<file path="config.mk">
export PLATFORM = sky130hd
export DESIGN_NAME = pkt_serializer
export DESIGN_NICKNAME = d
export VERILOG_FILES = /design/src/rtl/pkt_serializer.sv
export SDC_FILE = /design/constraint.sdc
export NUM_CORES = 1
export LEC_CHECK = 0
export BUFFER_PORTS_ARGS = -buffer_cell sky130_fd_sc_hd__buf_2
export CAP_MARGIN = 20
export CORE_ASPECT_RATIO = 1.25
export CORE_MARGIN = 4
export CORE_UTILIZATION = 56
export DETAILED_ROUTE_END_ITERATION = 8
export GPL_ROUTABILITY_DRIVEN = 0
export GPL_TIMING_DRIVEN = 1
export PLACE_DENSITY = 0.72
export SKIP_LAST_GASP = 1
export SYNTH_ARGS = -nofsm -noshare
export SYNTH_HDL_FRONTEND = slang
export SYNTH_SLANG_ARGS = --single-unit
</file>
<file path="constraint.sdc">
create_clock -name clk -period 2.3 [get_ports clk]
set_input_delay 0.23 -clock clk [delete_from_list [all_inputs] [get_ports clk]]
set_output_delay 0.23 -clock clk [all_outputs]
set_load 0.01 [all_outputs]
</file>
<file path="src/rtl/pkt_serializer.sv">
// pkt_serializer
//   Collects DATA_W-bit samples into a ping-pong store (one bank per packet)
//   and emits each closed bank as a framed packet:
//     HEADER(sop), SEQ, LEN, payload[0..LEN-1], CSUM(eop)
//   CSUM is the modulo-2^DATA_W sum of the payload words only.
//
// Ports
//   clk, rst              clock, synchronous active-high reset
//   din, din_valid        input sample and qualifier
//   din_ready             input side can accept a sample this cycle
//   flush                 closes the current partial bank
//   dout, dout_valid      registered output word and qualifier
//   dout_ready            downstream accepts dout this cycle
//   dout_sop, dout_eop    registered flags, high with HEADER / CSUM words
module pkt_serializer #(
    parameter int unsigned DATA_W  = 8,
    parameter int unsigned PKT_LEN = 16,
    parameter logic [7:0]  HEADER  = 8'hA5
) (
    input  logic              clk,
    input  logic              rst,
    input  logic [DATA_W-1:0] din,
    input  logic              din_valid,
    output logic              din_ready,
    input  logic              flush,
    output logic [DATA_W-1:0] dout,
    output logic              dout_valid,
    input  logic              dout_ready,
    output logic              dout_sop,
    output logic              dout_eop
);

    localparam int unsigned CNT_W  = $clog2(PKT_LEN + 1);
    localparam int unsigned ADDR_W = $clog2(2 * PKT_LEN);
    localparam logic [DATA_W-1:0] HDR_WORD = DATA_W'(HEADER);

    typedef enum logic [2:0] {
        S_IDLE,
        S_HDR,
        S_SEQ,
        S_LEN,
        S_DATA,
        S_CSUM
    } tx_state_t;

    // Both banks live in one array: bank b occupies [b*PKT_LEN +: PKT_LEN].
    logic [DATA_W-1:0] mem [2*PKT_LEN];

    logic [1:0]        full;
    logic [CNT_W-1:0]  len [2];
    logic [CNT_W-1:0]  count;
    logic              wr_sel;
    logic              rd_sel;
    logic [DATA_W-1:0] seq;
    logic [DATA_W-1:0] csum;
    logic [CNT_W-1:0]  rd_idx;
    tx_state_t         state;

    logic              accept;
    logic              bank_close;
    logic              out_accept;
    logic [CNT_W-1:0]  count_inc;
    logic [CNT_W-1:0]  rd_idx_inc;
    logic [CNT_W-1:0]  rd_word;
    logic [ADDR_W-1:0] wr_addr;
    logic [ADDR_W-1:0] rd_addr;
    logic [DATA_W-1:0] rd_data;

    assign din_ready = ~full[wr_sel] & ~rst;

    always_comb begin
        accept     = din_valid & din_ready;
        count_inc  = count + 1'b1;
        // Flush only counts while the input side is open and the bank would
        // hold at least one word, so an empty packet can never be closed.
        bank_close = (accept & (count_inc == CNT_W'(PKT_LEN)))
                   | (din_ready & flush & (accept | (count != '0)));
        out_accept = dout_valid & dout_ready;
        rd_idx_inc = rd_idx + 1'b1;
        // Prefetch address: first payload word while leaving LEN, otherwise
        // the word after the one currently on dout.
        rd_word    = (state == S_DATA) ? rd_idx_inc : '0;
        wr_addr    = ADDR_W'(count)   + (wr_sel ? ADDR_W'(PKT_LEN) : '0);
        rd_addr    = ADDR_W'(rd_word) + (rd_sel ? ADDR_W'(PKT_LEN) : '0);
        rd_data    = mem[rd_addr];
    end

    always_ff @(posedge clk) begin
        if (accept) begin
            mem[wr_addr] <= din;
        end
    end

    always_ff @(posedge clk) begin
        if (rst) begin
            full       <= '0;
            len[0]     <= '0;
            len[1]     <= '0;
            count      <= '0;
            wr_sel     <= 1'b0;
            rd_sel     <= 1'b0;
            seq        <= '0;
            csum       <= '0;
            rd_idx     <= '0;
            state      <= S_IDLE;
            dout       <= '0;
            dout_valid <= 1'b0;
            dout_sop   <= 1'b0;
            dout_eop   <= 1'b0;
        end else begin
            // Write side. The bank under transmission is always full, so the
            // write side never touches rd_sel while a packet is in flight and
            // the set/clear of full[] below always target different banks.
            if (bank_close) begin
                full[wr_sel] <= 1'b1;
                len[wr_sel]  <= accept ? count_inc : count;
                wr_sel       <= ~wr_sel;
                count        <= '0;
            end else if (accept) begin
                count <= count_inc;
            end

            // Read side
            case (state)
                S_IDLE: begin
                    if (full[rd_sel]) begin
                        state      <= S_HDR;
                        dout       <= HDR_WORD;
                        dout_valid <= 1'b1;
                        dout_sop   <= 1'b1;
                    end
                end
                S_HDR: begin
                    if (out_accept) begin
                        state    <= S_SEQ;
                        dout     <= seq;
                        dout_sop <= 1'b0;
                    end
                end
                S_SEQ: begin
                    if (out_accept) begin
                        state <= S_LEN;
                        dout  <= DATA_W'(len[rd_sel]);
                    end
                end
                S_LEN: begin
                    if (out_accept) begin
                        state  <= S_DATA;
                        dout   <= rd_data;
                        rd_idx <= '0;
                        csum   <= '0;
                    end
                end
                S_DATA: begin
                    if (out_accept) begin
                        csum   <= csum + dout;
                        rd_idx <= rd_idx_inc;
                        if (rd_idx_inc == len[rd_sel]) begin
                            state    <= S_CSUM;
                            dout     <= csum + dout;
                            dout_eop <= 1'b1;
                        end else begin
                            dout <= rd_data;
                        end
                    end
                end
                S_CSUM: begin
                    if (out_accept) begin
                        full[rd_sel] <= 1'b0;
                        rd_sel       <= ~rd_sel;
                        seq          <= seq + 1'b1;
                        dout_eop     <= 1'b0;
                        // Chain straight into the next header when the other
                        // bank is already waiting: no idle cycle between packets.
                        if (full[~rd_sel]) begin
                            state    <= S_HDR;
                            dout     <= HDR_WORD;
                            dout_sop <= 1'b1;
                        end else begin
                            state      <= S_IDLE;
                            dout_valid <= 1'b0;
                        end
                    end
                end
                default: begin
                    state      <= S_IDLE;
                    dout_valid <= 1'b0;
                    dout_sop   <= 1'b0;
                    dout_eop   <= 1'b0;
                end
            endcase
        end
    end

endmodule

</file>
* After elaboration in Yosys (flattened, before gate mapping) *
Memory sizes are Yosys's and may differ from the RTL's. A register that Yosys moved wholly into a read port is not among the register bits.
Cells that the tools add are included.

word-level totals
  register bits after elaboration = 44
  bits in latches = 0
  RAM bits = 266
  ROM bits = 0
  output and inout port bits = 12
  word-level logic and storage cells = 142
  memories = 2

memory list
  name  depth  bits a word  rd ports  clocked after memory_dff  write ports  RTL line  text
  mem   32     8            1         0                         1            47        logic [DATA_W-1:0] mem [2*PKT_LEN];
  len   2      5            1         1                         2            50        logic [CNT_W-1:0] len [2];

cells by class
  $add $sub $neg = 6
  multipliers = 0
  divide/modulo/power cells = 0
  $lt $le $gt $ge = 5
  equality and inequality tests = 16
  shift-type cells = 0
  mux-type cells = 65
  bitwise operators = 18
  reductions and logical operators = 18

operator list
  operator             count
  $mux 8               10
  $pmux 8 s6           1
  $mux 5               7
  $mux 1               28
  $mux 3               7
  $pmux 3 s6           1
  $ne 2x2->1 const B   8
  $pmux 8 s2           1
  $add 5x1->5 const B  2
  $add 5x5->5          2
  $pmux 5 s2           1
  $add 8x1->8 const B  1
  $add 8x8->8          1
  $mux 2               4
  $reduce_and 4->1     2
  $reduce_and 8->1     1
  $reduce_or 4->1      2
  $not 1->1            7
  $reduce_and 7->1     1
  $and 1x1->1          6
  $eq 3x2->1 const B   2
  $eq 3x3->1 const B   2
  $lt 1x2->1 const B   3
  $pmux 1 s3           2
  other kinds (22)     26

* Logic depth before layout (Yosys ltp) *
  word-level depth = 13
  gate-level depth with buffers = 12
  gate-level depth less buffers = 10

* Worst setup path after synthesis *
Ideal clock, no wire load.

  path type = flip-flop to flip-flop
  start = register rd_idx[1]
  end = register dout[5]
  setup time = 0.119 ns
  arrival = 2.334 ns
  required time = 2.181 ns
  setup slack = -0.152 ns
  cell stages (with the launch flop) = 11
  buffers on the path = 2
  period minus slack after synthesis = 2.452 ns
  cell sequence = dfxtp_1 -> ha_1 -> and3_1 -> clkbuf_1 -> mux2i_1 -> xnor2_2 -> buf_2 -> mux2i_1 -> nor3_1 -> o31a_1 -> o221a_1

between the ends
  longest elaborated chain between the ends = 7

ends and longest elaborated chain
  item                      RTL line  text
  start: declaration        56        logic [CNT_W-1:0] rd_idx;
  start signal: assignment  157       rd_idx <= rd_idx_inc;
  $add 5x1->5 (*)           79        rd_idx_inc = rd_idx + 1'b1;
  $mux 5                    82        rd_word = (state == S_DATA) ? rd_idx_inc : '0;
  $add 5x5->5               84        rd_addr = ADDR_W'(rd_word) + (rd_sel ? ADDR_W'(PKT_LEN) : '0);
  $mem_v2 32x8              --
  $mux 8                    158       if (rd_idx_inc == len[rd_sel]) begin
  $mux 8                    155       if (out_accept) begin
  $pmux 8 s6 (*)            124       case (state)
  end signal: assignment    136       dout <= seq;
  end signal: assignment    160       dout <= csum + dout;
  end signal: assignment    163       dout <= rd_data;
  end: declaration          26        output logic [DATA_W-1:0] dout,

Every way passes the cells marked *; elsewhere a longest branch is shown, timed or not. The select of a mux whose other input is x is not followed.
A chain may end at the register's enable or synchronous reset.

* Worst setup path in the final report *
  start = register rd_idx[0]
  end = register dout[1]

The elaborated chain is that of the path after synthesis.

==> flow_metrics.tcl <==
set metrics [dict create \
    multi_input_area_um2 4340 \
    clk_latency_ns 0.56 \
    fmax_ghz 0.387 \
    swShare_pct 20.9 \
    cts_tree "built" \
    route.detailed.drc 0 \
    fin_crit_sh_pct 112 \
    status "finished, violations left" \
    p_sw_mw 2.38 \
    die_w_um 146 \
    drt-vias-per-instance 6.19 \
    whs_ns 0.119 \
    nets 1193 \
    peakVddDrop_v 0.000524 \
    cp_max_fo 7 \
    violations "setup timing" \
    setup_ws_ns -0.281 \
    port_buffers 24 \
    grt_start_max_net_pins 34 \
    pre_cts_slack_ns -0.410 \
    cp_num_cells 8 \
    num_rows 62 \
    antenna_cells 0 \
    worstSetupEndpoint "dout[1]" \
    power.internal_mw 9.02 \
    setup_viol 8 \
    synth_edf_count 266 \
    p_per_area_nw_per_um2 706 \
    synthCells 1013 \
    synthArstFlopShare_pct 0 \
    fillCellCount 1537 \
    worstSetupPathType "reg2reg" \
    synth_seq_cells 311 \
    boundaryPins 25 \
    stdcell_count 1477 \
    synth_fp_nets 1041 \
    slew_viol_final 0 \
    r2r-start "rd_idx[0]" \
    core_area_um2 23200 \
    grt_antenna_before_repair 0 \
    rr_worst_depth 8 \
    max_slew_margin_pct 53.1 \
    rsz0062_at_grt "yes" \
    clkPwrFrac_pct 42.3 \
    synth.cell_area_um2 13300 \
    r2r_setup_slack_ns -0.28 \
    slowest_stage "mux4_2" \
    cp.required_ns 2.73 \
    wl_per_cell_um 23.6 \
    path_clk_slew_ns 0.07 \
    comb_power_share_pct 3.5 \
    grt_usage_pct 26.5 \
    die_y_um 180 \
    synth_top_flop_cell "edfxtp_1" \
    first_pass_iters 7 \
    overflow 0 \
    crit_start "rd_idx[0]" \
    p_leak_nw 5.74 \
    max_cap_viol_count 0 \
    placed_cells 1413 \
    initial_core_util_pct 57.3 \
    cts_buffers 30 \
    routed-via-count 9140 \
    avgSynthCellArea_um2 13.1 \
    path_cells "buf_6 > nor4b_4 > buf_6 > buf_12 > mux4_2 > mux4_2 > a22oi_2 > o221ai_1" \
    power_mw 11.4 \
    worst_slew_pin_slew_ns 0.704 \
    cts_root_buf "clkbuf_16" \
    cts_hold_buf 0 \
    pwr-share-seq_pct 54.2 \
    grt_pass1_vias 9170 \
    area_growth_pct 21.6 \
    cpLargestDelayFamily "multiplexers" \
    drive_above_1_share_pct 25.7 \
    drt_iter0_drc 875 \
    ant_nets 0 \
    fin_util_pct 69.6 \
    cts_buffer_depth 3 \
    r2r_end "dout[1]" \
    clock-sinks 311 \
    grt_pass1_wl_um 54000 \
    htreeDepth 1 \
    seq_area_frac_synth_pct 66.9 \
    worstSetupEndpointType "flip-flop" \
    worst_setup_path_start_kind "flip-flop" \
    seq_area_um2 8900 \
    finalCriticalPeriod_ns 2.58 \
    routed_wl_um 34800 \
    hold_class "in2reg" \
    cp_data_arrival_time_ns 3.01 \
    hold_path_depth 4 \
    hold_viol 0 \
    ys.warnings.count 0 \
    die-area_um2 26300 \
    dp_hpwl_um 23000 \
    ys_types 68 \
    finalClockSkew_ns 0.0212 \
    cp_num_buf_inv 3 \
    critical-path-max-stage-delay_ns 0.52 \
]
## cells in the mapped netlist, drive strengths merged (14+ instances only)
master,n,area (um2)
o21ai,20,100
ha,14,175
mux4,20,450
mux2i,29,290
buf,23,138
nand2,140,526
edfxtp,266,7990
inv,17,63.8
a21oi,32,160
clkbuf,40,150
nor2,100,375
a22oi,20,150
nor3,17,85.1
nand3,56,280
a221oi,24,223
xnor2,17,156
dfxtp,45,901
## worst reg2reg max path: stages, from the launching register on
cell and delay, ns:
dfxtp_4 0.37, buf_6 0.15, nor4b_4 0.24, buf_6 0.16, buf_12 0.13, mux4_2 0.53
mux4_2 0.51, a22oi_2 0.25, o221ai_1 0.14
## flip-flops by register name, summed over array words and instances (netlist names), 2 cells and up, named ones only
register and count:
dout 8, csum 8, rd_idx 5, len 10, count 5, mem 256
state 3, full 2, seq 8
## repair_timing
action	in CTS	in global routing
gates resized for setup	40	25
setup endpoints to repair	10	62
pin swaps	15	15
buffers inserted	7	2
cloned	2	0
## stage by stage
stage / setup TNS, ns / area, um2
6_report: -1.35 / 16100
2_1_floorplan: -0.0128 / 13400
3_3_place_gp: -2.08 / 14800
4_1_cts: -1.46 / 16100
5_1_grt: -2.61 / 16100
3_5_place_dp: -2.54 / 14800
## final cells by class
type                            instances  share of cell area (%)
Sequential cell                       311                    55.1
Clock buffer                           39                    5.04
Multi-Input combinational cell        620                    26.9
Clock inverter                         17                    1.02
Timing Repair Buffer                  183                    9.26
Tap cell                              288                    2.23
Inverter                               19                   0.442
## placed cells by master (no fill, tap or decap), types with 14 or more instances in the layout
cell type  instances
inv_1             17
a221oi_1          16
a22oi_1           19
nand3_1           55
dfxtp_1           41
clkbuf_16         30
buf_4            142
nand2_1          136
mux2i_1           23
xnor2_1           15
buf_2             24
a21oi_1           32
o21ai_0           14
edfxtp_1         266
nor3_1            14
mux4_2            20
nor2_1            99
## cells by family after synthesis
kind of cell               synth area share [%]
adders and majority gates                  1.47
buffers and inverters                      2.70
DFF                                        66.9
muxes                                      5.92
AOI/OAI and AO/OA                          8.28
and+or+nand+nor                            12.4
xor gates and xnor gates                   2.31
## worst min-delay path by stage
stage	startpoint	endpoint	slack, ns
final	dout_ready	dout_valid	0.12
after detailed placement	dout_valid	dout_valid	0.50
after global routing	rst	csum[6]	0.16
after global placement	full[1]	full[1]	0.48
after CTS	dout_ready	dout_valid	0.09
after floorplan	din[0]	mem[0][0]	0.33
## routing by layer
| layer | track usage, % | share of wire (%) | wire length (um) |
|---|---|---|---|
| met1 | 34.9 | 39 | 13400 |
| met2 | 43.4 | 48 | 16800 |
| met3 | 3.87 | 7.8 | 2730 |
| met4 | 12.8 | 5.3 | 1850 |
| met5 | 0 | 0 | 0 |
## power groups by stage
stage,registers (mW),logic [mW],clock network [mW]
floorplan,6.30,0.179,0
global placement,6.30,0.364,0
detailed placement,6.30,0.372,0
CTS,6.18,0.387,4.89
global route,6.18,0.429,5.16
finish,6.18,0.395,4.83
(Power assumes the default switching activity.)
